### src/rtl/instr_encoder_loader_if.sv
// Instruction-stream and instruction-memory bus between the program source and the loader.
// The master drives the symbolic fields; the slave (the loader) returns ready and the memory writes.
interface instr_encoder_loader_if #(
  parameter int ADDR_W = 8
);
  logic              in_valid;
  logic              in_ready;
  logic              in_last;
  logic [3:0]        in_mnem;
  logic [4:0]        in_rs;
  logic [4:0]        in_rt;
  logic [4:0]        in_rd;
  logic [15:0]       in_imm;
  logic [25:0]       in_target;
  logic              imem_we;
  logic [ADDR_W-1:0] imem_addr;
  logic [31:0]       imem_wdata;

  modport master (
    output in_valid, in_last, in_mnem, in_rs, in_rt, in_rd, in_imm, in_target,
    input  in_ready, imem_we, imem_addr, imem_wdata
  );

  modport slave (
    input  in_valid, in_last, in_mnem, in_rs, in_rt, in_rd, in_imm, in_target,
    output in_ready, imem_we, imem_addr, imem_wdata
  );
endinterface

### src/rtl/instr_encoder_loader.sv
// Boot loader: packs symbolic MIPS instructions into 32-bit words and writes them
// sequentially into instruction memory, one session per start pulse.
module instr_encoder_loader #(
  parameter int ADDR_W = 8,
  parameter int DEPTH  = 256
) (
  input  logic                       clk,
  input  logic                       reset_n,
  input  logic                       start,
  instr_encoder_loader_if.slave      bus,
  output logic [ADDR_W:0]            word_count,
  output logic                       err,
  output logic                       full,
  output logic                       done
);

  localparam logic [1:0] S_IDLE  = 2'd0;
  localparam logic [1:0] S_LOAD  = 2'd1;
  localparam logic [1:0] S_FLUSH = 2'd2;
  localparam logic [1:0] S_DONE  = 2'd3;

  localparam logic [ADDR_W:0] FULL_CNT = (ADDR_W+1)'(DEPTH);

  localparam logic [3:0] M_ADD  = 4'd0;
  localparam logic [3:0] M_SUB  = 4'd1;
  localparam logic [3:0] M_AND  = 4'd2;
  localparam logic [3:0] M_OR   = 4'd3;
  localparam logic [3:0] M_SLT  = 4'd4;
  localparam logic [3:0] M_LW   = 4'd5;
  localparam logic [3:0] M_SW   = 4'd6;
  localparam logic [3:0] M_BEQ  = 4'd7;
  localparam logic [3:0] M_BNE  = 4'd8;
  localparam logic [3:0] M_ADDI = 4'd9;
  localparam logic [3:0] M_ANDI = 4'd10;
  localparam logic [3:0] M_SLTI = 4'd11;
  localparam logic [3:0] M_ORI  = 4'd12;
  localparam logic [3:0] M_J    = 4'd13;

  logic [1:0]        state_q, state_d;
  logic              imem_we_q, imem_we_d;
  logic [ADDR_W-1:0] imem_addr_q, imem_addr_d;
  logic [31:0]       imem_wdata_q, imem_wdata_d;
  logic [ADDR_W:0]   word_count_q, word_count_d;
  logic              err_q, err_d;
  logic              full_q, full_d;

  logic        accept;
  logic        enc_legal;
  logic [31:0] enc_word;
  logic [5:0]  funct;
  logic [5:0]  opcode;

  // Encoder: R-type shares opcode 0 and differs only in funct; I-type differs in opcode.
  always_comb begin
    enc_legal = 1'b1;
    funct     = 6'h00;
    opcode    = 6'h00;
    enc_word  = 32'h0;
    case (bus.in_mnem)
      M_ADD:  funct  = 6'h20;
      M_SUB:  funct  = 6'h22;
      M_AND:  funct  = 6'h24;
      M_OR:   funct  = 6'h25;
      M_SLT:  funct  = 6'h2A;
      M_LW:   opcode = 6'h23;
      M_SW:   opcode = 6'h2B;
      M_BEQ:  opcode = 6'h04;
      M_BNE:  opcode = 6'h05;
      M_ADDI: opcode = 6'h08;
      M_ANDI: opcode = 6'h0C;
      M_SLTI: opcode = 6'h0A;
      M_ORI:  opcode = 6'h0D;
      M_J:    opcode = 6'h02;
      default: enc_legal = 1'b0;
    endcase
    if (bus.in_mnem <= M_SLT)
      enc_word = {6'h00, bus.in_rs, bus.in_rt, bus.in_rd, 5'd0, funct};
    else if (bus.in_mnem == M_J)
      enc_word = {opcode, bus.in_target};
    else
      enc_word = {opcode, bus.in_rs, bus.in_rt, bus.in_imm};
  end

  assign accept = bus.in_valid && (state_q == S_LOAD);

  always_comb begin
    state_d      = state_q;
    imem_we_d    = 1'b0;
    imem_addr_d  = imem_addr_q;
    imem_wdata_d = imem_wdata_q;
    word_count_d = word_count_q;
    err_d        = err_q;
    full_d       = full_q;
    case (state_q)
      S_IDLE: begin
        if (start) begin
          state_d      = S_LOAD;
          imem_addr_d  = '0;
          word_count_d = '0;
          err_d        = 1'b0;
          full_d       = 1'b0;
        end
      end
      S_LOAD: begin
        if (accept) begin
          // Illegal beats are consumed so the source never deadlocks, but write nothing.
          if (enc_legal) begin
            imem_we_d    = 1'b1;
            imem_wdata_d = enc_word;
            imem_addr_d  = word_count_q[ADDR_W-1:0];
            word_count_d = word_count_q + 1'b1;
            if (word_count_d == FULL_CNT) full_d = 1'b1;
          end else begin
            err_d = 1'b1;
          end
          if (bus.in_last || full_d) state_d = S_FLUSH;
        end
      end
      S_FLUSH: state_d = S_DONE;
      default: state_d = S_IDLE;
    endcase
  end

  always_ff @(posedge clk or negedge reset_n) begin
    if (!reset_n) begin
      state_q      <= S_IDLE;
      imem_we_q    <= 1'b0;
      imem_addr_q  <= '0;
      imem_wdata_q <= '0;
      word_count_q <= '0;
      err_q        <= 1'b0;
      full_q       <= 1'b0;
    end else begin
      state_q      <= state_d;
      imem_we_q    <= imem_we_d;
      imem_addr_q  <= imem_addr_d;
      imem_wdata_q <= imem_wdata_d;
      word_count_q <= word_count_d;
      err_q        <= err_d;
      full_q       <= full_d;
    end
  end

  assign bus.in_ready   = (state_q == S_LOAD);
  assign bus.imem_we    = imem_we_q;
  assign bus.imem_addr  = imem_addr_q;
  assign bus.imem_wdata = imem_wdata_q;
  assign word_count     = word_count_q;
  assign err            = err_q;
  assign full           = full_q;
  assign done           = (state_q == S_DONE);

endmodule

### src/flat_wrapper.sv
// flat-port wrapper written by rule: the top's interface ports become plain ports
module instr_encoder_loader_flat 
#(
  parameter int ADDR_W = 8,
  parameter int DEPTH  = 256
)
  (clk, reset_n, start, word_count, err, full, done, bus_in_valid, bus_in_last, bus_in_mnem, bus_in_rs, bus_in_rt, bus_in_rd, bus_in_imm, bus_in_target, bus_in_ready, bus_imem_we, bus_imem_addr, bus_imem_wdata);
  instr_encoder_loader_if #(.ADDR_W(ADDR_W)) bus_i ();
  input  logic clk;
  input  logic reset_n;
  input  logic start;
  output logic [ADDR_W:0] word_count;
  output logic err;
  output logic full;
  output logic done;
  input wire logic [$bits(bus_i.in_valid)-1:0] bus_in_valid;
  input wire logic [$bits(bus_i.in_last)-1:0] bus_in_last;
  input wire logic [$bits(bus_i.in_mnem)-1:0] bus_in_mnem;
  input wire logic [$bits(bus_i.in_rs)-1:0] bus_in_rs;
  input wire logic [$bits(bus_i.in_rt)-1:0] bus_in_rt;
  input wire logic [$bits(bus_i.in_rd)-1:0] bus_in_rd;
  input wire logic [$bits(bus_i.in_imm)-1:0] bus_in_imm;
  input wire logic [$bits(bus_i.in_target)-1:0] bus_in_target;
  output wire logic [$bits(bus_i.in_ready)-1:0] bus_in_ready;
  output wire logic [$bits(bus_i.imem_we)-1:0] bus_imem_we;
  output wire logic [$bits(bus_i.imem_addr)-1:0] bus_imem_addr;
  output wire logic [$bits(bus_i.imem_wdata)-1:0] bus_imem_wdata;
  assign bus_i.in_valid = bus_in_valid;
  assign bus_i.in_last = bus_in_last;
  assign bus_i.in_mnem = bus_in_mnem;
  assign bus_i.in_rs = bus_in_rs;
  assign bus_i.in_rt = bus_in_rt;
  assign bus_i.in_rd = bus_in_rd;
  assign bus_i.in_imm = bus_in_imm;
  assign bus_i.in_target = bus_in_target;
  assign bus_in_ready = bus_i.in_ready;
  assign bus_imem_we = bus_i.imem_we;
  assign bus_imem_addr = bus_i.imem_addr;
  assign bus_imem_wdata = bus_i.imem_wdata;
  instr_encoder_loader #(.ADDR_W(ADDR_W), .DEPTH(DEPTH)) u_core (.clk(clk), .reset_n(reset_n), .start(start), .bus(bus_i), .word_count(word_count), .err(err), .full(full), .done(done));
endmodule
### config.mk
export PLATFORM = sky130hd
export DESIGN_NAME = instr_encoder_loader_flat
export DESIGN_NICKNAME = d
export VERILOG_FILES = /design/src/rtl/instr_encoder_loader_if.sv /design/src/rtl/instr_encoder_loader.sv /design/src/flat_wrapper.sv
export SDC_FILE = /design/constraint.sdc
export NUM_CORES = 1
export LEC_CHECK = 0
export ABC_AREA = 1
export CORE_MARGIN = 10
export CORE_UTILIZATION = 35
export DETAILED_ROUTE_END_ITERATION = 16
export PLACE_DENSITY_LB_ADDON = 0.08
export SLEW_MARGIN = 0
export SYNTH_ARGS = -nofsm -noshare
export SYNTH_HDL_FRONTEND = slang
export SYNTH_SLANG_ARGS = --single-unit
### constraint.sdc
create_clock -name clk -period 1.59 [get_ports clk]
set_input_delay 0.159 -clock clk [delete_from_list [all_inputs] [get_ports clk]]
set_output_delay 0.159 -clock clk [all_outputs]
set_load 0.01 [all_outputs]
-- Word-level counts from Yosys, hierarchy flattened
Index checks and enable logic that the tools add are counted.
- output and inout port bits: 54
- register bits after elaboration: 54
- magnitude comparators: 1
- $add $sub $neg: 1
- muxes and demuxes: 30
- reduce and logical (&&, ||, !) cells: 11
- equality and inequality tests: 22
- operator list (operator ; count):
    6-bit case mux with 9 select lines ; 1
    32-bit two-way mux ; 1
    6-bit case mux with 5 select lines ; 1
    9-bit two-way mux ; 3
    26-bit two-way mux ; 1
    4-bit equality test, second input constant ; 6
    8-bit two-way mux ; 3
    9-bit case mux with 2 select lines ; 1
    4-bit by 3-bit equality test with 1-bit output, second input constant ; 4
    8-bit case mux with 2 select lines ; 1
    14-bit OR reduction ; 1
    1-bit two-way mux ; 12
    9-bit by 1-bit adder with 9-bit output, second input constant ; 1
    9-bit equality test, second input constant ; 1
    3-bit AND reduction ; 3
    4-bit by 2-bit equality test with 1-bit output, second input constant ; 2
    4-bit AND reduction ; 2
    2-bit two-way mux ; 3
    2-bit by 1-bit inequality test with 1-bit output, second input constant ; 3
    2-bit case mux with 3 select lines ; 1
    2-bit equality test, second input constant ; 2
    4-bit by 1-bit equality test with 1-bit output, second input constant ; 1
    4-bit by 3-bit less-or-equal comparator with 1-bit output, second input constant ; 1
    4-bit zero test ; 1
    7 further kinds ; 9

-- Longest topological paths before layout
- depth in word-level cells: 10
- mapped depth: 12
- depth with buffers taken out: 12

-- Worst setup path before layout
OpenSTA, ideal clock, no wires.
- kind: flip-flop to flip-flop
- start: reg u_core.state_q[1]
- end: reg u_core.imem_addr_q[0], in the netlist u_core.bus.imem_addr[0]
- arrival time: 1589 ps
- period minus slack after synthesis: 1716 ps
- stages on the path, launching flop included: 10
- slack: -126 ps
- cells stage by stage: dfrtp_1 > inv_1 > ha_1 > inv_1 > o22ai_1 > inv_2 > o21ai_0 > a21oi_2 > buf_4 > o22ai_1
- cells in the longest elaborated chain, start to end: 4
- elaborated cells on any way between the ends: 9
- classes of those cells: 4 x eq/ne; 1 x mux; 4 x reduce/logical
- RTL lines (item ; line ; RTL):
    start, declared ; instr_encoder_loader.sv:39 ; logic [1:0] state_q, state_d;
    start signal, assigned ; instr_encoder_loader.sv:134 ; state_q <= state_d;
    2-bit by 1-bit equality test with 1-bit output (*) ; -- ;
    via bus_in_ready ; flat_wrapper.sv:24 ; output wire logic [$bits(bus_i.in_ready)-1:0] bus_in_ready;
    1-bit logical AND ; instr_encoder_loader.sv:84 ; assign accept = bus.in_valid && (state_q == S_LOAD);
    2-bit by 1-bit inequality test with 1-bit output (no line) ; -- ;
    4-bit AND reduction (no line) ; -- ;
    end signal, assigned ; instr_encoder_loader.sv:136 ; imem_addr_q <= imem_addr_d;
    end, declared ; instr_encoder_loader.sv:41 ; logic [ADDR_W-1:0] imem_addr_q, imem_addr_d;
The timed path passes the listed nets; every way through them passes the cells marked *.
A chain may end at the register's enable or synchronous reset.

-- Final worst setup path
- start: reg u_core.word_count_q[1], in the netlist u_core.word_count[1]
- end: reg u_core.state_q[0]
- cells in the longest elaborated chain, start to end: 9
- RTL lines (item ; line ; RTL):
    start, declared ; instr_encoder_loader.sv:43 ; logic [ADDR_W:0] word_count_q, word_count_d;
    start signal, assigned ; instr_encoder_loader.sv:138 ; word_count_q <= word_count_d;
    9-bit by 1-bit adder with 9-bit output ; instr_encoder_loader.sv:111 ; word_count_d = word_count_q + 1'b1;
    9-bit equality test ; instr_encoder_loader.sv:112 ; if (word_count_d == FULL_CNT) full_d = 1'b1;
    1-bit two-way mux ; instr_encoder_loader.sv:112 ;
    1-bit two-way mux ; instr_encoder_loader.sv:107 ; if (enc_legal) begin
    1-bit two-way mux ; instr_encoder_loader.sv:105 ; if (accept) begin
    1-bit two-way mux ; instr_encoder_loader.sv:94 ; case (state_q)
    1-bit logical OR ; instr_encoder_loader.sv:116 ; if (bus.in_last || full_d) state_d = S_FLUSH;
    2-bit by 1-bit inequality test with 1-bit output (no line) ; -- ;
    3-bit AND reduction (no line) ; -- ;
No other way between the ends. The select of a mux whose other input is x is not followed.

==> results.toml <==
[layout]
synthToLayoutAreaGrowth_pct = 62.8
final_cell_count_no_fill = 584
n_antenna_cell = 0
final_net_count = 554
drive_gt1_frac = 0.174
final_util = 0.588

[clock_tree]
path_clk_slew_ns = 0.11
cts_tree = "done"
max-clock-path-buffers = 2
cts_sinks = 53
cts_root_buf = "clkbuf_8"
cts.htree.levels = 2
cts_buffers = 5
clk-insertion-delay-late_ns = 0.31

[worst_setup_path]
cp-start-kind = "register"
critical_path.startpoint = "u_core.word_count[1]$_DFFE_PN0P_"
cp.required_ns = 1.79
arrival_ns = 1.76
cp_max_fo = 4
path_class = "reg2reg"
reg2reg_from = "u_core.word_count[1]$_DFFE_PN0P_"
cp-end-kind = "register"

[timing]
finalHoldViolations = 0
rsz0062_at_grt = "true"
setup-violations-final = 0
max_freq_mhz = 642
fin_crit_sh = 0.980
finalCriticalPeriod_ns = 1.56
drv_slew = 0
fin_skew_ns = 0.0145
worst_slack_ns = 0.0318

[global_route]
gr-total-overflow = 0
grt_pass1_wl_microns = 14100
grt_pass1_vias = 2861
grt_start_max_net_pins = 54
track_usage = 0.145
antenna_found_initial = 0

[pwr]
power_leakage_nw = 2.07
power_mw = 6.24
powerDensity_nw_per_um2 = 1370
ir_worst_vdd_uv = 650

[yosys]
syn_area_sq_um = 2790
yosys_warnings = 0
syn_inst = 335
ys_seq_area_frac = 0.475
avgSynthCellArea_sq_um = 8.33
synthTopCellsByArea = "dfrtp_1, nand2_1, nor2_1"
synth_top_area_cell = "dfrtp_1"
synth-seq-cells = 53
syn_nets = 408
synth_top_area_frac = 0.475
yosysUniqueCellTypes = 33

[run_status]
status = "finished clean"

[floorplanning]
die_area_sq_um = 11900
core_area_sq_um = 7730
boundaryPins = 120
num_rows = 32
die_w_microns = 109
fp.dieH_microns = 109
start_util = 0.361

[detailed_routing]
dr_total_vias = 2777
drt-vias-per-instance = 4.76
drt_iter0_markers = 78
finalWirelength_microns = 8670
wl_per_cell_microns = 14.8
antenna_left = 0
drtPass1Iterations = 4
drc = 0

[placement]
dp_cells = 570
pre_cts_slack_ns = -0.128
gp_routability_congestion = 0.786
dpl.hpwl_microns = 6640
port-buffer-count = 118

[flow_run]
maxCapViolCount = 0

[hold_path]
hp-class = "in2async"
where the power goes:
| group | switching (mW) | internal [mW] | total (mW) |
|---|---|---|---|
| sequential | 0.297 | 1.81 | 2.11 |
| clock | 0.471 | 0.472 | 0.943 |
| combinational | 1.47 | 1.72 | 3.19 |
| total | 2.23 | 4.01 | 6.24 |
synth_stat cells (all sizes together):
| cell | n |
|---|---|
| buf | 14 |
| nor3 | 1 |
| nand3b | 1 |
| nand4 | 3 |
| a21oi | 31 |
| conb | 1 |
| o22ai | 15 |
| mux2i | 8 |
| inv | 41 |
| dfrtp | 53 |
| nand3 | 10 |
| a31oi | 1 |
| ha | 7 |
| o21ai | 19 |
| o32ai | 6 |
| clkinv | 1 |
| a311oi | 1 |
| o311ai | 1 |
| o221ai | 2 |
| nand2 | 71 |
| a211oi | 1 |
| nor2 | 47 |
metal layers:
metal	global-route usage	wire length (microns)	vias up
met2	0.251	4390	86
met1	0.166	3420	1285
li1	-	-	1398
met3	0.0531	751	8
met4	0.0372	104	0
met5	0	0	-
per-stage QoR:
step	hold WS (ns)	TNS [ns]	cell area, sq um
4_1_cts	0.373	0	4430
3_3_place_gp	0.181	-0.479	4300
2_1_floorplan	-0.137	0	2810
6_report	0.367	0	4540
5_1_grt	0.382	-0.215	4540
3_5_place_dp	0.180	-1.01	4300
area by class of cell:
type / instances / area (sq um)
fill: 681 / 3180
timing repair buffer: 153 / 1510
sequential: 53 / 1330
multi-input combinational: 226 / 1300
inverter: 42 / 159
tap: 102 / 128
clock buffer: 5 / 68.8
clock inverter: 3 / 46.3
state kept, by name (all words and copies together), names as in the netlist:
signal	flops
u_core.full	1
u_core.state_q	2
u_core.err	1
u_core.word_count	9
u_core.bus.imem_we	1
u_core.bus.imem_addr	8
u_core.bus.imem_wdata	31
layout by cell type, fill, tap and decap left out, types with 2 or more instances in the layout:
| cell type | count |
|---|---|
| o221ai_1 | 2 |
| inv_1 | 34 |
| nand3_2 | 3 |
| ha_1 | 4 |
| dfrtp_2 | 3 |
| nor2_2 | 3 |
| buf_12 | 5 |
| o22ai_1 | 14 |
| o32ai_1 | 5 |
| clkdlybuf4s50_1 | 113 |
| nor2_1 | 42 |
| o21ai_1 | 4 |
| buf_4 | 27 |
| inv_2 | 7 |
| buf_6 | 2 |
| nand3_1 | 6 |
| nand4_1 | 3 |
| nand2_2 | 10 |
| a21oi_2 | 2 |
| clkbuf_8 | 5 |
| dlymetal6s2s_1 | 2 |
| mux2i_1 | 8 |
| nand2_1 | 59 |
| nor2_4 | 2 |
| ha_4 | 3 |
| o21ai_0 | 13 |
| dfrtp_1 | 50 |
| a21oi_1 | 29 |
| o21ai_2 | 2 |
| nand2_4 | 2 |
| dlygate4sd2_1 | 2 |
critical path, cell delays in order (launching register included):
cell	delay (ns)
dfrtp_1	0.42
ha_4	0.19
nand3_4	0.09
nor2_4	0.14
nand2_2	0.05
nand2_2	0.08
nand2_2	0.05
nor2_2	0.11
nand2_1	0.07
nand3_2	0.09
nand2_2	0.05
nand2_1	0.05
nand2_1	0.04
repair_timing:
item / in CTS / in global routing
buffers inserted: 0 / 5
hold buffers: 1 / 0
endpoints found under the hold margin: 53 / 0
endpoints found under the setup margin: 4 / 24
resized for setup: 3 / 27
cloned: 0 / 0
pin swaps: 0 / 9
path summary, 6_finish.rpt:
check / cells past startpoint / slack (ns) / end
min in group clk: 3 / 0.39 / u_core.bus.imem_wdata[22]$_DFFE_PN0P_
max reg2reg: 12 / 0.03 / u_core.state_q[0]$_DFFE_PN0P_
min reg2reg: 2 / 0.50 / u_core.bus.imem_wdata[8]$_DFFE_PN0P_
min: 3 / 0.37 / u_core.bus.imem_addr[3]$_DFFE_PN0P_
max: 12 / 0.03 / u_core.state_q[0]$_DFFE_PN0P_
max in group asynchronous: 3 / 0.98 / u_core.word_count[2]$_DFFE_PN0P_
cell families (layout without fill, tap and decap cells):
logic type,after synthesis,in the layout,synth area share
muxes,8,8,0.0287
DFF,53,53,0.475
and+or+nand+nor,133,133,0.210
AOI/OAI and AO/OA,77,77,0.165
other,1,1,0.00134
adders and majority gates,7,7,0.0314
buffers and inverters,56,203,0.0879
No activity file was read; power rests on OpenSTA's default activity.
